**config.mk**
```make
export PLATFORM = sky130hd
export DESIGN_NAME = matrix_key_emulator
export DESIGN_NICKNAME = d
export VERILOG_FILES = /design/src/rtl/keypad_pkg.sv /design/src/rtl/matrix_key_emulator.sv
export SDC_FILE = /design/constraint.sdc
export NUM_CORES = 1
export LEC_CHECK = 0
export CAP_MARGIN = 20
export CELL_PAD_IN_SITES_DETAIL_PLACEMENT = 1
export CELL_PAD_IN_SITES_GLOBAL_PLACEMENT = 2
export CORE_MARGIN = 2
export CORE_UTILIZATION = 39
export DETAILED_ROUTE_END_ITERATION = 12
export DONT_BUFFER_PORTS = 1
export PLACE_DENSITY_LB_ADDON = 0.08
export SYNTH_ARGS = -nofsm -noshare
export SYNTH_HDL_FRONTEND = slang
export SYNTH_SLANG_ARGS = --single-unit
```
**constraint.sdc**
```tcl
create_clock -name clk -period 3.3 [get_ports clk]
set_input_delay 0.66 -clock clk [delete_from_list [all_inputs] [get_ports clk]]
set_output_delay 0.66 -clock clk [all_outputs]
set_load 0.1 [all_outputs]
```
**src/rtl/keypad_pkg.sv**
```systemverilog
// Shared keypad definitions: key codes, active-low line codes, emulator states
// and the key-to-matrix mapping used by both the emulator and the decoder.
package keypad_pkg;

    typedef logic [3:0] key_code_t;

    localparam key_code_t KEY_0    = 4'h0;
    localparam key_code_t KEY_1    = 4'h1;
    localparam key_code_t KEY_2    = 4'h2;
    localparam key_code_t KEY_3    = 4'h3;
    localparam key_code_t KEY_4    = 4'h4;
    localparam key_code_t KEY_5    = 4'h5;
    localparam key_code_t KEY_6    = 4'h6;
    localparam key_code_t KEY_7    = 4'h7;
    localparam key_code_t KEY_8    = 4'h8;
    localparam key_code_t KEY_9    = 4'h9;
    localparam key_code_t KEY_A    = 4'hA;
    localparam key_code_t KEY_B    = 4'hB;
    localparam key_code_t KEY_C    = 4'hC;
    localparam key_code_t KEY_D    = 4'hD;
    localparam key_code_t KEY_HASH = 4'hE;
    localparam key_code_t KEY_STAR = 4'hF;

    // Index 0 is the MSB line, so line n is driven low on bit (3-n).
    typedef enum logic [3:0] {
        LINE_0 = 4'b0111,
        LINE_1 = 4'b1011,
        LINE_2 = 4'b1101,
        LINE_3 = 4'b1110
    } line_code_t;

    typedef enum logic [2:0] {
        ST_IDLE,
        ST_BOUNCE_PRESS,
        ST_HOLD,
        ST_BOUNCE_RELEASE,
        ST_GAP
    } emu_state_t;

    // Keypad layout: r0 = 1 2 3 A, r1 = 4 5 6 B, r2 = 7 8 9 C, r3 = * 0 # D.
    function automatic logic [1:0] key_to_row(key_code_t code);
        case (code)
            KEY_1, KEY_2, KEY_3, KEY_A: key_to_row = 2'd0;
            KEY_4, KEY_5, KEY_6, KEY_B: key_to_row = 2'd1;
            KEY_7, KEY_8, KEY_9, KEY_C: key_to_row = 2'd2;
            default:                    key_to_row = 2'd3;
        endcase
    endfunction

    function automatic logic [1:0] key_to_col(key_code_t code);
        case (code)
            KEY_1, KEY_4, KEY_7, KEY_STAR: key_to_col = 2'd0;
            KEY_2, KEY_5, KEY_8, KEY_0:    key_to_col = 2'd1;
            KEY_3, KEY_6, KEY_9, KEY_HASH: key_to_col = 2'd2;
            default:                       key_to_col = 2'd3;
        endcase
    endfunction

    function automatic line_code_t line_code(logic [1:0] idx);
        case (idx)
            2'd0:    line_code = LINE_0;
            2'd1:    line_code = LINE_1;
            2'd2:    line_code = LINE_2;
            default: line_code = LINE_3;
        endcase
    endfunction

endpackage

```
**src/rtl/matrix_key_emulator.sv**
```systemverilog
// Passive 4x4 keypad model: takes a key code over valid/ready and answers the
// row scan on the column lines, with press bounce, hold, release bounce and gap.
module matrix_key_emulator
    import keypad_pkg::*;
#(
    parameter int BOUNCE_CYCLES = 20,
    parameter int BOUNCE_TOGGLE = 3,
    parameter int HOLD_CYCLES   = 200,
    parameter int GAP_CYCLES    = 200
) (
    input  logic       clk,
    input  logic       reset,
    input  logic [3:0] key_code,
    input  logic       key_req,
    output logic       key_ready,
    input  logic [3:0] lin_matrix,
    output logic [3:0] col_matrix,
    output logic       key_busy,
    output logic       key_done
);

    localparam int MAX_BH = (BOUNCE_CYCLES > HOLD_CYCLES) ? BOUNCE_CYCLES : HOLD_CYCLES;
    localparam int MAX_P  = (MAX_BH > GAP_CYCLES) ? MAX_BH : GAP_CYCLES;
    localparam int CNT_W  = $clog2(MAX_P + 1);
    localparam int TOG_W  = $clog2(BOUNCE_TOGGLE + 1);

    // Counters hold "cycles remaining minus one" so zero marks the last cycle.
    localparam logic [CNT_W-1:0] B_LOAD = CNT_W'((BOUNCE_CYCLES > 0) ? BOUNCE_CYCLES - 1 : 0);
    localparam logic [CNT_W-1:0] H_LOAD = CNT_W'(HOLD_CYCLES - 1);
    localparam logic [CNT_W-1:0] G_LOAD = CNT_W'(GAP_CYCLES - 1);
    localparam logic [TOG_W-1:0] T_LOAD = TOG_W'(BOUNCE_TOGGLE - 1);

    emu_state_t       state_q;
    logic             contact_q;
    logic             done_q;
    logic [CNT_W-1:0] cnt_q;
    logic [TOG_W-1:0] tog_q;
    logic [1:0]       row_q;
    logic [1:0]       col_q;

    always_ff @(posedge clk) begin
        if (reset) begin
            state_q   <= ST_IDLE;
            contact_q <= 1'b0;
            done_q    <= 1'b0;
            cnt_q     <= '0;
            tog_q     <= '0;
            row_q     <= '0;
            col_q     <= '0;
        end else begin
            done_q <= 1'b0;
            unique case (state_q)
                ST_IDLE: begin
                    if (key_req) begin
                        row_q     <= key_to_row(key_code);
                        col_q     <= key_to_col(key_code);
                        contact_q <= 1'b1;
                        if (BOUNCE_CYCLES == 0) begin
                            state_q <= ST_HOLD;
                            cnt_q   <= H_LOAD;
                        end else begin
                            state_q <= ST_BOUNCE_PRESS;
                            cnt_q   <= B_LOAD;
                            tog_q   <= T_LOAD;
                        end
                    end
                end
                ST_BOUNCE_PRESS, ST_BOUNCE_RELEASE: begin
                    if (cnt_q == '0) begin
                        // Leaving a bounce phase forces the contact to its solid level.
                        if (state_q == ST_BOUNCE_PRESS) begin
                            state_q   <= ST_HOLD;
                            cnt_q     <= H_LOAD;
                            contact_q <= 1'b1;
                        end else begin
                            state_q   <= ST_GAP;
                            cnt_q     <= G_LOAD;
                            contact_q <= 1'b0;
                        end
                    end else begin
                        cnt_q <= cnt_q - CNT_W'(1);
                        if (tog_q == '0) begin
                            contact_q <= ~contact_q;
                            tog_q     <= T_LOAD;
                        end else begin
                            tog_q <= tog_q - TOG_W'(1);
                        end
                    end
                end
                ST_HOLD: begin
                    if (cnt_q == '0) begin
                        contact_q <= 1'b0;
                        if (BOUNCE_CYCLES == 0) begin
                            state_q <= ST_GAP;
                            cnt_q   <= G_LOAD;
                        end else begin
                            state_q <= ST_BOUNCE_RELEASE;
                            cnt_q   <= B_LOAD;
                            tog_q   <= T_LOAD;
                        end
                    end else begin
                        cnt_q <= cnt_q - CNT_W'(1);
                    end
                end
                ST_GAP: begin
                    if (cnt_q == '0) begin
                        state_q <= ST_IDLE;
                        done_q  <= 1'b1;
                    end else begin
                        cnt_q <= cnt_q - CNT_W'(1);
                    end
                end
                default: begin
                    state_q   <= ST_IDLE;
                    contact_q <= 1'b0;
                end
            endcase
        end
    end

    // Only the latched row matters; ~row_q selects lin_matrix bit (3-row).
    assign col_matrix = (contact_q && !lin_matrix[~row_q]) ? line_code(col_q) : 4'b1111;
    assign key_ready  = (state_q == ST_IDLE);
    assign key_busy   = (state_q != ST_IDLE);
    assign key_done   = done_q;

endmodule

```
== Yosys cells after proc, flatten, opt, wreduce, memory -nomap -nowiden ==
Memory sizes are Yosys's and may differ from the RTL's. A register that Yosys moved wholly into a read port is not among the register bits.
Cells that the tools add are included.

* Reductions and logical operators: 16
* Bitwise gates (word level): 3
* $lt $le $gt $ge: 1
* Eq/ne operators: 13
* Mux-type cells: 27
* $add $sub $neg: 2

{| class="wikitable"
|+ Operators by type and width
! cell !! count
|-
| two-way mux 8 bit || 4
|-
| case mux 8 bit (4 select lines) || 1
|-
| two-way mux 3 bit || 5
|-
| inequality test 2 bit, second input constant || 6
|-
| case mux 3 bit (4 select lines) || 1
|-
| case mux 4 bit (3 select lines) || 1
|-
| AND reduction 4 bit || 3
|-
| logical NOT 8 bit || 1
|-
| two-way mux 2 bit || 4
|-
| subtractor 8 x 1 -> 8 bit, second input constant || 1
|-
| two-way mux 1 bit || 7
|-
| == test 3 x 2 -> 1 bit, second input constant || 2
|-
| case mux 2 bit (3 select lines) || 1
|-
| nonzero test 3 bit || 2
|-
| logical NOT 2 bit || 2
|-
| two-way mux 4 bit || 1
|-
| case mux 1 bit (4 select lines) || 1
|-
| nonzero test 4 bit || 1
|-
| OR reduction 2 bit || 2
|-
| == test 3 x 1 -> 1 bit, second input constant || 1
|-
| == test 3 bit, second input constant || 1
|-
| logical NOT 3 bit || 1
|-
| less-than comparator 2 x 3 -> 1 bit, second input constant || 1
|-
| inequality test 3 bit, second input constant || 1
|-
| 10 further kinds || 11
|}

* Memories: 2
* Output and inout bits: 7
* Memory bits (read-only): 64
* Register bits after elaboration: 15
* Input bits: 11

{| class="wikitable"
|+ Memory list
! memory !! depth !! bits a word !! rd ports !! clocked after Yosys merged registers in !! write ports !! RTL line !! text
|-
| (no name shown) || 16 || 2 || 1 || 1 || 0 || keypad_pkg.sv:42 || <nowiki>case (code)</nowiki>
|-
| (no name shown) || 16 || 2 || 1 || 1 || 0 || keypad_pkg.sv:51 || <nowiki>case (code)</nowiki>
|}

== Depth between registers and ports, before layout ==
* Depth in word-level cells: 6
* Mapped depth: 8

== Least setup slack after synthesis ==
No wires, ideal clock.

* Path kind: reg-to-reg
* From: register state_q[0]
* To: register contact_q
* Path slack: 234 ps
* Arrival: 2996 ps
* Buffers on the path: 1
* Data required time: 3230 ps
* Cell stages (with the launch flop): 9
* Library setup time: 70 ps
* Path through: dfxtp_1 -> buf_2 -> nor2_4 -> nand2_1 -> inv_1 -> nand2_1 -> o21a_1 -> a2111o_1 -> a21oi_1

* Elaborated cells on any way between the ends: 14

{| class="wikitable"
|+ RTL lines
! element !! RTL line !! text
|-
| start: declaration || matrix_key_emulator.sv:33 || <nowiki>emu_state_t state_q;</nowiki>
|-
| start signal: assignment || matrix_key_emulator.sv:43 || <nowiki>state_q <= ST_IDLE;</nowiki>
|-
| start signal: assignment || matrix_key_emulator.sv:59 || <nowiki>state_q <= ST_HOLD;</nowiki>
|-
| start signal: assignment || matrix_key_emulator.sv:62 || <nowiki>state_q <= ST_BOUNCE_PRESS;</nowiki>
|-
| logical NOT 3 bit * || n/a ||
|-
| net key_ready || matrix_key_emulator.sv:15 || <nowiki>output logic key_ready,</nowiki>
|-
| inequality test 2 bit (no source line) || n/a ||
|-
| AND reduction 4 bit (no source line) || n/a ||
|-
| end signal: assignment || matrix_key_emulator.sv:83 || <nowiki>contact_q <= ~contact_q;</nowiki>
|-
| end: declaration || matrix_key_emulator.sv:34 || <nowiki>logic contact_q;</nowiki>
|}

The timed path passes the listed nets; every way through them passes the cells marked *.
A chain may end at the register's enable or synchronous reset.

== Final worst setup path ==
* From: register row_q[0]
* To: output port col_matrix[3]

* Longest elaborated chain between the ends: 6

{| class="wikitable"
|+ Ends and longest elaborated chain
! element !! RTL line !! text
|-
| start: declaration || matrix_key_emulator.sv:38 || <nowiki>logic [1:0] row_q;</nowiki>
|-
| NOT 2 bit || matrix_key_emulator.sv:122 || <nowiki>assign col_matrix = (contact_q && !lin_matrix[~row_q]) ? line_code(col_q) : 4'b1111;</nowiki>
|-
| binary-select mux 1 bit (select 2 bit) || matrix_key_emulator.sv:122 ||
|-
| two-way mux 1 bit (not written as such) || matrix_key_emulator.sv:122 ||
|-
| logical NOT 1 bit || matrix_key_emulator.sv:122 ||
|-
| logical AND 1 bit || matrix_key_emulator.sv:122 ||
|-
| two-way mux 4 bit || matrix_key_emulator.sv:122 ||
|-
| end: declaration || matrix_key_emulator.sv:17 || <nowiki>output logic [3:0] col_matrix,</nowiki>
|}

Every way passes these cells. The select of a mux whose other input is x is not followed.

==> impl_metrics.ini <==
[outcome]
outcome = complete, no violations

[clock_network]
cts_resized = 0
cts_buffers = 3
clkSinkCount = 19
cts_buffer_depth = 2
tritoncts = built
cts_hold_buf = 0
h-tree-depth = 1
cts_setup_buffers = 0
clock_latency_ps = 290
path_clk_slew_ps = 110
cts_root_buffer = clkbuf_4

[finish]
finish.utilization_pct = 43.0
final_cell_mix = 19 x dfxtp_1, 17 x nor2_1, 12 x nand2_1, 12 x a21oi_1, 9 x inv_1
area_growth_pct = 6.39
final_nets = 170
fill_cells = 375
final_cells = 187
final_common_cell = dfxtp_1
drive_gt1_share_pct = 14.3
diodes = 0

[timing]
skew_ps = 1.53
fin_crit_ps = 2550
slew_headroom_pct = 37.6
finalMaxSlewViolations = 0
worstMarginPinSlew_ps = 935
fin_hold_ws_ps = 414
setup_viol = 0
rsz0062_at_grt = false
tns_ps = 0
final_hold_viol_count = 0
fmax_mhz = 392
finalCritPeriodShare_pct = 77.2

[setup_path]
cp-startpoint = row_q[0]$_SDFFE_PP0P_
critPathMaxFanout = 3
crit_type = flop to output port
r2r_start = state_q[2]$_SDFFE_PP0P_
crit_arrival_ps = 1890
endpoint_kind = output port
cp-start-kind = flop
critPathRequiredTime_ps = 2640

[floorplanning]
initial_core_util_pct = 40.5
ios = 18
die_w_um = 59.8
rows = 20
dieArea_mm2 = 0.00358
core_area_mm2 = 0.00300
die_h_um = 59.8

[drt]
post_drt_via_cell_ratio = 5.85
drcViolationCount = 0
drt-total-wl_um = 2980
wl_per_cell_um = 16.0
drt_iter0_markers = 40
drtPass1Iterations = 4
dr_total_vias = 1094
antenna_left = 0

[logic_synthesis]
synth_xor_area_share_pct = 1.44
synth-compound-area-share_pct = 23.1
synth-async-reset-ratio_pct = 0
yosysTopAreaCell = dfxtp_1
synth_fp_nets = 166
netlist_area_mm2 = 0.00121
synth_top_family_by_area = simple AND/OR/NAND/NOR gates
ys_seq_area_share_pct = 31.3
synth_cells = 151
synthMuxAreaShare_pct = 3.50
synth_adder_area_share_pct = 4.12
yosys-top-cells-area = dfxtp_1 31%, nor2_1 5.3%, a21oi_1 4.9%
yosysWarningCount = 0
synth_cell_type_count = 49
ys.flop_type = dfxtp_1
synth_edf_count = 0
yosysTopAreaCellShare_pct = 31.3
synthSimpleGateAreaFrac_pct = 30.9
syn_avg_cell_area_um2 = 8.05
ys_ff_latch = 19

[power_and_ir_drop]
p_per_area_mw_per_mm2 = 617
seqPwrFrac_pct = 39.4
ir_drop_mv = 0.234
leakage_uw = 0.000487
p_int_uw = 447
switching_power_uw = 351
switching_share_pct = 44.0
p_clk_share_pct = 15.1
p_comb_share_pct = 45.5

[hold_path]
hold_start = reset
hp-class = primary input to flop

[global_routing]
grt_overflow_total = 0
grt_pass1_vias = 1063
track_usage_pct = 18.7
antenna_found_initial = 0
grt_pass1_wl_um = 5040
grt_max_degree = 20

[run]
maxCapViolations = 0

[placement]
globalplace.congestion = 0.777
portBuffers = 0
dp_cells = 183
post-dp-hpwl_um = 2290
-- metrics by stage --
stage / area [µm²] / setup slack [ps] / total power, µW
2_1_floorplan: 1210 / 234 / 613
3_3_place_gp: 1270 / 832 / 675
3_5_place_dp: 1270 / 807 / 685
4_1_cts: 1290 / 715 / 813
5_1_grt: 1290 / 607 / 863
6_report: 1290 / 751 / 798
-- state kept, by name (all words and copies together) (netlist names) --
name	cells
state_q	3
contact_q	1
row_q	2
key_done	1
col_q	2
tog_q	2
cnt_q	8
-- final timing paths --
path,to,slack [ps],cells past startpoint
max,col_matrix[3],750,5
min,contact_q$_SDFFE_PP0P_,410,1
max reg2reg,cnt_q[5]$_SDFFE_PP0P_,1300,5
min reg2reg,col_q[1]$_SDFFE_PP0P_,490,2
-- cells in the mapped netlist, types with 2 or more instances --
cell      instances
nand3_1           2
nor2_1           17
a221oi_1          3
or4_1             2
dfxtp_1          19
o211ai_1          2
or4_4             2
o21ai_0           6
and3_1            3
ha_1              4
mux2i_1           2
nor2b_1           5
nor3_1            8
nand2_1          12
o22ai_1           2
o31ai_1           2
o21a_1            2
a21oi_1          12
clkbuf_1          4
inv_1             9
a31oi_1           2
a211oi_1          4
-- worst max-delay path: stages, from the launching register on --
cell and delay, ps:
dfxtp_1 370, mux4_2 500, nor2b_1 220, nor2b_1 200, nand2b_1 70, buf_4 230
-- cell type report --
type	instances	area (µm²)	area share, %
Inverter	9	33.8	2.61
Timing Repair Buffer	6	45.0	3.48
Clock buffer	4	26.3	2.03
Sequential cell	19	380	29.4
Multi-Input combinational cell	116	766	59.2
Tap cell	33	41.3	3.19
-- kinds of logic (layout without fill, tap and decap cells) --
| kind of cell | count (synthesis) | in the layout |
|---|---|---|
| compound gates | 42 | 42 |
| xor+xnor | 2 | 2 |
| simple gates | 65 | 65 |
| buf+inv | 16 | 19 |
| flops | 19 | 19 |
| mux | 3 | 3 |
| fa+ha+maj | 4 | 4 |
-- power groups by stage --
stage / Combinational, µW / Clock [µW] / Sequential [µW]
after floorplan: 314 / 0 / 299
after global placement: 358 / 0 / 317
after global routing: 400 / 142 / 321
after CTS: 367 / 130 / 315
final: 363 / 121 / 314
after detailed placement: 365 / 0 / 320
-- routing by layer --
metal | global-route usage (%) | up-vias | share of wire (%)
met1 | 23.9 | 528 | 45
met5 | 0 | - | 0
li1 | - | 555 | -
met3 | 3.46 | 2 | 2.2
met4 | 5.71 | 0 | 0.57
met2 | 31.5 | 9 | 52
Power figures use the tool's default switching activity.
